### config.mk
export PLATFORM = sky130hd
export DESIGN_NAME = core_ifetch
export DESIGN_NICKNAME = d
export VERILOG_FILES = /design/src/rtl/core_pkg.sv /design/src/rtl/core_ifid_reg.sv /design/src/rtl/core_ifetch.sv
export SDC_FILE = /design/constraint.sdc
export NUM_CORES = 1
export LEC_CHECK = 0
export ABC_AREA = 1
export CAP_MARGIN = 20
export CORE_AREA = 2 2 121 241
export DETAILED_ROUTE_END_ITERATION = 16
export DIE_AREA = 0 0 123 243
export PLACE_DENSITY_LB_ADDON = 0.2
export REMOVE_ABC_BUFFERS = 1
export SLEW_MARGIN = 25
export SYNTH_ARGS = -nofsm -noshare
export SYNTH_HDL_FRONTEND = slang
export SYNTH_SLANG_ARGS = --single-unit
### constraint.sdc
create_clock -name CLK -period 5.88 [get_ports CLK]
set_clock_uncertainty 0.15 [all_clocks]
set_input_delay 0.882 -clock CLK [delete_from_list [all_inputs] [get_ports CLK]]
set_output_delay 0.882 -clock CLK [all_outputs]
set_load 0.02 [all_outputs]
### src/rtl/core_pkg.sv
// Shared definitions for the RV32I front end: word width, bubble encoding and
// the fetch FSM state type.
package core_pkg;

  localparam int XLEN = 32;

  // addi x0,x0,0
  localparam logic [XLEN-1:0] NOP_INSTR_DEF = 32'h0000_0013;

  typedef enum logic [1:0] {
    ST_IDLE = 2'd0,
    ST_REQ  = 2'd1,
    ST_WAIT = 2'd2,
    ST_HOLD = 2'd3
  } fetch_state_t;

endpackage

### src/rtl/core_ifid_reg.sv
// IF/ID pipeline register: flush beats write, a write with nothing delivered
// loads a bubble, otherwise the register holds.
module core_ifid_reg
  import core_pkg::*;
#(
  parameter logic [XLEN-1:0] NOP_INSTR = NOP_INSTR_DEF
) (
  input  logic            clk,
  input  logic            rst,
  input  logic            write,
  input  logic            flush,
  input  logic            load_valid,
  input  logic [XLEN-1:0] load_pc,
  input  logic [XLEN-1:0] load_instr,
  output logic [XLEN-1:0] ifid_pc,
  output logic [XLEN-1:0] ifid_instr,
  output logic            ifid_valid
);

  always_ff @(posedge clk or posedge rst) begin
    if (rst) begin
      ifid_pc    <= '0;
      ifid_instr <= NOP_INSTR;
      ifid_valid <= 1'b0;
    end else if (flush) begin
      ifid_instr <= NOP_INSTR;
      ifid_valid <= 1'b0;
    end else if (write) begin
      if (load_valid) begin
        ifid_pc    <= load_pc;
        ifid_instr <= load_instr;
        ifid_valid <= 1'b1;
      end else begin
        // PC is left as-is on a bubble; only the valid/instr pair matters
        ifid_instr <= NOP_INSTR;
        ifid_valid <= 1'b0;
      end
    end
  end

endmodule

### src/rtl/core_ifetch.sv
// Instruction-fetch stage: PC register, single-outstanding read on the
// instruction-memory channel, redirect handling and the IF/ID register.
module core_ifetch
  import core_pkg::*;
#(
  parameter logic [XLEN-1:0] RESET_PC  = 32'h0000_0000,
  parameter logic [XLEN-1:0] NOP_INSTR = NOP_INSTR_DEF
) (
  input  logic            CLK,
  input  logic            RST,
  input  logic            HCU_PC_WRITE,
  input  logic            HCU_IFID_WRITE,
  input  logic            HCU_IFID_FLUSH,
  input  logic            REDIRECT_VALID,
  input  logic [XLEN-1:0] REDIRECT_PC,
  output logic            IMEM_ARVALID,
  output logic [XLEN-1:0] IMEM_ARADDR,
  input  logic            IMEM_ARREADY,
  input  logic            IMEM_RVALID,
  input  logic [XLEN-1:0] IMEM_RDATA,
  output logic            IMEM_RREADY,
  output logic            HCU_IMEM_BUSY,
  output logic            HCU_IMEM_DONE,
  output logic [XLEN-1:0] IFID_PC,
  output logic [XLEN-1:0] IFID_INSTR,
  output logic            IFID_VALID
);

  fetch_state_t    state_reg, state_next;
  logic [XLEN-1:0] pc_reg, pc_next;
  logic [XLEN-1:0] buf_instr_reg, buf_instr_next;
  logic [XLEN-1:0] pend_pc_reg, pend_pc_next;
  logic            discard_reg, discard_next;

  logic            in_req, in_wait, in_hold;
  logic            advance;
  logic            load_valid;
  logic [XLEN-1:0] load_instr;
  logic [XLEN-1:0] redirect_target;
  logic [XLEN-1:0] pc_plus4;

  assign in_req          = (state_reg == ST_REQ);
  assign in_wait         = (state_reg == ST_WAIT);
  assign in_hold         = (state_reg == ST_HOLD);
  assign advance         = HCU_PC_WRITE & HCU_IFID_WRITE;
  assign redirect_target = REDIRECT_PC & ~32'd3;
  assign pc_plus4        = pc_reg + 32'd4;

  assign IMEM_ARVALID  = in_req;
  assign IMEM_ARADDR   = pc_reg;
  assign IMEM_RREADY   = in_wait;
  // Status depends only on state and memory/redirect inputs, never on HCU outputs
  assign HCU_IMEM_BUSY = in_req | (in_wait & ~IMEM_RVALID) | discard_reg;
  assign HCU_IMEM_DONE = in_wait & IMEM_RVALID & ~discard_reg & ~REDIRECT_VALID;

  assign load_valid = (HCU_IMEM_DONE & advance) | (in_hold & ~REDIRECT_VALID & advance);
  assign load_instr = in_hold ? buf_instr_reg : IMEM_RDATA;

  always_comb begin
    state_next     = state_reg;
    pc_next        = pc_reg;
    buf_instr_next = buf_instr_reg;
    pend_pc_next   = pend_pc_reg;
    discard_next   = discard_reg;
    case (state_reg)
      ST_IDLE: begin
        state_next = ST_REQ;
        if (REDIRECT_VALID) pc_next = redirect_target;
      end
      ST_REQ: begin
        // Address must stay stable mid-handshake, so a redirect is deferred
        if (REDIRECT_VALID) begin
          discard_next = 1'b1;
          pend_pc_next = redirect_target;
        end
        if (IMEM_ARREADY) state_next = ST_WAIT;
      end
      ST_WAIT: begin
        if (IMEM_RVALID) begin
          if (REDIRECT_VALID) begin
            pc_next      = redirect_target;
            discard_next = 1'b0;
            state_next   = ST_REQ;
          end else if (discard_reg) begin
            pc_next      = pend_pc_reg;
            discard_next = 1'b0;
            state_next   = ST_REQ;
          end else if (advance) begin
            pc_next    = pc_plus4;
            state_next = ST_REQ;
          end else begin
            buf_instr_next = IMEM_RDATA;
            state_next     = ST_HOLD;
          end
        end else if (REDIRECT_VALID) begin
          discard_next = 1'b1;
          pend_pc_next = redirect_target;
        end
      end
      ST_HOLD: begin
        if (REDIRECT_VALID) begin
          pc_next    = redirect_target;
          state_next = ST_REQ;
        end else if (advance) begin
          pc_next    = pc_plus4;
          state_next = ST_REQ;
        end
      end
      default: state_next = ST_IDLE;
    endcase
  end

  always_ff @(posedge CLK or posedge RST) begin
    if (RST) begin
      state_reg     <= ST_IDLE;
      pc_reg        <= RESET_PC;
      buf_instr_reg <= NOP_INSTR;
      pend_pc_reg   <= '0;
      discard_reg   <= 1'b0;
    end else begin
      state_reg     <= state_next;
      pc_reg        <= pc_next;
      buf_instr_reg <= buf_instr_next;
      pend_pc_reg   <= pend_pc_next;
      discard_reg   <= discard_next;
    end
  end

  core_ifid_reg #(
    .NOP_INSTR (NOP_INSTR)
  ) u_ifid (
    .clk        (CLK),
    .rst        (RST),
    .write      (HCU_IFID_WRITE),
    .flush      (HCU_IFID_FLUSH),
    .load_valid (load_valid),
    .load_pc    (pc_reg),
    .load_instr (load_instr),
    .ifid_pc    (IFID_PC),
    .ifid_instr (IFID_INSTR),
    .ifid_valid (IFID_VALID)
  );

endmodule

After elaboration in Yosys (flattened, before gate mapping)
Cells that the tools add are included.
{ "word_totals": {"reg_bits": 164, "inputBits": 72, "elab_cells": 70} }
{ "op_classes": {"muxes": 28, "bitwise": 16, "addsub": 1, "n_eq_ne": 8, "reduce_logical": 9} }
{ "op_table": {"columns": ["cell", "n"], "rows": [
  ["$mux W32", 12],
  ["$pmux W32 S3", 1],
  ["$pmux W32 S2", 1],
  ["$add A32 B3 Y32 const B", 1],
  ["$mux W2", 7],
  ["$reduce_and A3 Y1", 3],
  ["$and A1 B1 Y1", 8],
  ["$ne A2 B2 Y1 const B", 4],
  ["$pmux W2 S4", 1],
  ["$mux W1", 5],
  ["$not A1 Y1", 5],
  ["$reduce_and A5 Y1", 1],
  ["$eq A2 B2 Y1 const B", 2],
  ["$reduce_bool A2 Y1", 2],
  ["$ne A3 B2 Y1 const B", 1],
  ["$or A1 B1 Y1", 3],
  ["$reduce_bool A3 Y1", 1],
  ["$eq A2 B1 Y1 const B", 1],
  ["$logic_not A2 Y1", 1],
  ["$pmux W1 S2", 1],
  ["$reduce_and A2 Y1", 1]
]} }

Logic depth before layout (Yosys ltp)
{ "logic_depth": {"ltp_word": 9, "mapped_depth": 12} }

Cells and area by module
From an unflattened synthesis, not the netlist that was laid out.
{ "unflattened": {"hier_cells": 1130, "hier_area_um2": 8552.0} }
{ "by_module_without_submodules": {"columns": ["module", "cells_each", "area_each_um2", "seq_area_each_um2", "n_inst"], "rows": [
  ["core_ifetch", 833, 5824.3, 2381.0, 1],
  ["core_ifid_reg", 297, 2727.6, 1630.3, 1]
]} }

Worst setup path after synthesis
No wires, ideal clock.
{ "synth_path": {"path_type": "input-to-output", "from": "input REDIRECT_VALID", "to": "output HCU_IMEM_DONE", "path_stages": 4, "t_arrival_ps": 1398, "slack_ps": 3450, "n_path_buf": 1, "cell_sequence": "buf_2 > nor2_1 > nand2_2 > inv_2"} }
{ "synth_via": {"elab_chain_len": 2} }
{ "synth_rtl": {"columns": ["item", "line_no", "text"], "rows": [
  ["from (decl)", "core_ifetch.sv:14", "input logic REDIRECT_VALID,"],
  ["$not A1 Y1 (no source line)", null, null],
  ["$and A1 B1 Y1", "core_ifetch.sv:54", "assign HCU_IMEM_DONE = in_wait & IMEM_RVALID & ~discard_reg & ~REDIRECT_VALID;"],
  ["to (decl)", "core_ifetch.sv:23", "output logic HCU_IMEM_DONE,"]
]} }
No other way between the ends.

Worst setup path after layout
Same ends and word-level chain as after synthesis.

==> reports/results.env <==
SYNTH_EDF_COUNT=0
TOTAL_WIRELENGTH_OF_THE_DETAILED_ROUTED_DESIGN_UM=26400
GRT_SETUP_UNREPAIRED='no'
MIN_TO='buf_instr_reg[3]'
DRT_DRC_VIOLATIONS_LEFT=0
WORST_SETUP_HOLD_PATH_CLK_SLEW_NS=0.06
FINALSETUPVIOLATIONS=0
P_LEAK_nW=5.01
NUMBER_OF_HOLD_BUFFERS_ADDED_AFTER_CTS=0
CTS_RESIZED=0
FINAL_COMMON_CELL='sky130_fd_sc_hd__nand2_1'
DIE_H_UM=243
FIN_UTIL_PCT=38.8
INITIAL_UTILIZATION_PCT=29.5
CLK-INSERTION-DELAY-LATE_NS=0.44
CTS_INSERTED_BUFFERS=17
CRIT_PATH_END_KIND='primary output'
GRT_PASS1_VIAS=7311
SYNTH_CELL_TYPES=40
POST-LAYOUT-TOTAL-POWER_W=0.00526
DRV.MAX_CAP_VIOLATION_COUNT=0
FINAL.MIN_CLOCK_PERIOD_NS=3.61
FINAL_HOLD_VIOL_COUNT=0
HOLD_CLASS='reg -> reg'
NFILLCELLS=2934
WL_PER_CELL_UM=17.1
NUM_ROWS=87
DIEAREA_UM2=29900
IR_DROP_V=0.000211
SLOWEST_STAGE='sky130_fd_sc_hd__clkdlybuf4s50_1'
GRT_OVERFLOW=0
LAYOUT.NETS=1254
CTS_MAX_LEVEL=4
GRT_PASS1_WL_UM=41500
CTSROOTBUFFERMASTER='sky130_fd_sc_hd__clkbuf_16'
CRIT-REG2REG-LAUNCH='state_reg[0]'
HP-START='buf_instr_reg[3]'
CTS_POST_SETUP_BUFFERS_INSERTED=0
WORST_PATH_CLASS_SETUP='in -> out'
CTS-ROOT-TO-SINK-BUFFERS=2
YOSYSWARNINGS=0
WORST_EP_ARRIVAL_TIME_NS=2.57
FINALSETUPTNS_NS=0
IO_BUFFERS=166
CLKSINKCOUNT=158
SYN_TO_FINAL_GROWTH_PCT=31.5
SLEW-LIMIT-HEADROOM_PCT=35.3
TIMING.FINAL.MAX_SLEW_VIOLATIONS=0
MAX_FREQ_GHz=0.277
STATUS='finished clean'
SYNTH_FLOP_CELL='sky130_fd_sc_hd__dfrtp_1'
GRT_UTIL_ALL_LAYERS_PCT=18.3
NETLIST_INSTANCES=1031
REG2REG_SLACK_NS=2.87
POSTSYNTHREGISTERBITS=158
INITIAL_ANTENNA_VIOLATION_COUNT=1
TOP_LEVEL_PORTS=173
CRITICAL_PATH.CELL_CHAIN='clkdlybuf4s50_1 > nor2_1 > nand2_2 > inv_2 > clkdlybuf4s50_1'
CRIT_REQUIRED_NS=4.85
WORST-PATH-MAX-FANOUT=7
HOLD_DEPTH=2
GRT_START_MAX_NET_PINS=80
ASYNC_SET_OR_RESET_FLOP_FRACTION_IN_THE_SYNTHESIZED_NETLIST_PCT=100
WORSTREGTOREGCELLS=8
CRIT-REG2REG-CAPTURE='IMEM_ARADDR[2]'
ANTENNA_VIOLATING_NETS_POST_ROUTE=0
FP.COREAREA_UM2=28100
FIRST_PASS_ITERS=5
SYNTH_SEQUENTIAL_AREA_RATIO_PCT=47.7
SETUP.WORST_PATH.START_CLASS='primary input'
FIRST_ITER_VIOLATIONS=549
MOSTFREQUENTLAYOUTCELLS='sky130_fd_sc_hd__nand2_1, sky130_fd_sc_hd__clkdlybuf4s50_1, sky130_fd_sc_hd__dfrtp_1, sky130_fd_sc_hd__inv_1, sky130_fd_sc_hd__o21ai_0'
WORST_PIN_SLEW_NS=0.968
DRIVE_GT1_SHARE_PCT=9.59
SYNTHESIS.AREA_UM2=8300
AVGVIACOUNTPERCELL=4.75
DIE_X_UM=123
CRITICAL_PATH.MOST_COMMON_CELL='sky130_fd_sc_hd__clkdlybuf4s50_1'
PLACE.GP.CONGESTION=0.808
PERIOD_SHARE_PCT=61.3
DP_HPWL_UM=18600
CLOCK_TREE_FROM_TRITONCTS='built'
PWR_DENSITY_CELL_nW_PER_UM2=482
MEAN_POST_SYNTH_CELL_AREA_UM2=8.05
DR_TOTAL_VIAS=7341
CRITPATHMAXSTAGEDELAY_NS=0.62
==> cell type report <==
type	instances	area [um2]	area share, %
Clock buffer	22	474	4.35
Sequential cell	158	3960	36.3
Inverter	142	538	4.93
Antenna cell	1	2.50	0.0229
Clock inverter	10	208	1.90
Timing Repair Buffer	173	1710	15.7
Tap cell	356	445	4.08
Multi-Input combinational cell	684	3560	32.7
==> worst max path at each step <==
stage / slack [ns] / depth (start not counted) / startpoint / end
after global routing: 2.19 / 5 / REDIRECT_VALID / HCU_IMEM_DONE
after floorplan: 0.59 / 1 / RST / IMEM_ARADDR[10]
after detailed placement: 2.04 / 7 / REDIRECT_VALID / IMEM_ARADDR[3]
final: 2.27 / 5 / REDIRECT_VALID / HCU_IMEM_DONE
after global placement: 2.04 / 7 / REDIRECT_VALID / IMEM_ARADDR[7]
after CTS: 2.26 / 5 / REDIRECT_VALID / HCU_IMEM_DONE
==> Yosys cell counts (4+ instances only) <==
library cell	number	area [um2]
sky130_fd_sc_hd__ha_1	6	75.1
sky130_fd_sc_hd__nor2_4	4	45.0
sky130_fd_sc_hd__a21oi_1	55	275
sky130_fd_sc_hd__o21ai_1	15	75.1
sky130_fd_sc_hd__o32ai_2	15	244
sky130_fd_sc_hd__mux2_4	12	180
sky130_fd_sc_hd__o22ai_1	16	100
sky130_fd_sc_hd__o211ai_1	8	60.1
sky130_fd_sc_hd__clkbuf_1	21	78.8
sky130_fd_sc_hd__buf_6	5	56.3
sky130_fd_sc_hd__inv_1	135	507
sky130_fd_sc_hd__nand3b_1	6	45.0
sky130_fd_sc_hd__o21ai_0	103	515
sky130_fd_sc_hd__or2_2	11	68.8
sky130_fd_sc_hd__a31oi_1	4	25.0
sky130_fd_sc_hd__nor2_1	98	368
sky130_fd_sc_hd__nand4_1	6	37.5
sky130_fd_sc_hd__buf_2	16	80.1
sky130_fd_sc_hd__mux2_2	12	135
sky130_fd_sc_hd__dfstp_2	6	158
sky130_fd_sc_hd__dfrtp_1	152	3800
sky130_fd_sc_hd__nand3_1	31	155
sky130_fd_sc_hd__inv_2	7	26.3
sky130_fd_sc_hd__buf_4	5	37.5
sky130_fd_sc_hd__nand2_1	258	968
==> per-stage QoR <==
stage | hold slack [ns] | setup slack (ns) | instances | cell area (um2)
final | 0.329 | 2.27 | 1546 | 10900
after global routing | 0.357 | 2.19 | 1546 | 10900
after CTS | 0.336 | 2.26 | 1545 | 10900
after detailed placement | 0.320 | 2.04 | 1513 | 10200
after global placement | 0.313 | 2.04 | 1513 | 10200
after floorplan | 0.298 | 0.595 | 984 | 8040
==> cells by family (layout without fill, tap and decap cells) <==
group | Yosys count | count (layout) | share of synthesized area, %
flip-flops | 158 | 158 | 47.7
AND/OR/NAND/NOR | 424 | 424 | 21.2
AO/OA/AOI/OAI | 222 | 222 | 16.3
XOR/XNOR | 3 | 3 | 0.317
adder cells (fa/ha/maj) | 6 | 6 | 0.905
other | 1 | 5 | 0.0452
buffers and inverters | 192 | 347 | 9.62
multiplexers | 25 | 25 | 3.92
==> report_power, final <==
part | switching [W] | total, W | internal [W]
sequential | 0.000373 | 0.00183 | 0.00145
combinational | 0.00128 | 0.00213 | 0.000851
clock | 0.000474 | 0.00131 | 0.000831
total | 0.00213 | 0.00526 | 0.00314
==> metal layers <==
metal / global-route usage [%] / vias to the layer above / wire (um)
met4: 8.82 / 0 / 1030
li1: - / 3605 / -
met3: 3.99 / 51 / 1070
met1: 20.1 / 3483 / 10200
met5: 0 / - / 0
met2: 32.6 / 202 / 14100
==> worst max-delay path: cells and delay by family <==
| kind | cells | cell delay (ns) |
|---|---|---|
| buffers and inverters | 3 | 1.32 |
| and+or+nand+nor | 2 | 0.36 |
Power figures use the tool's default switching activity.
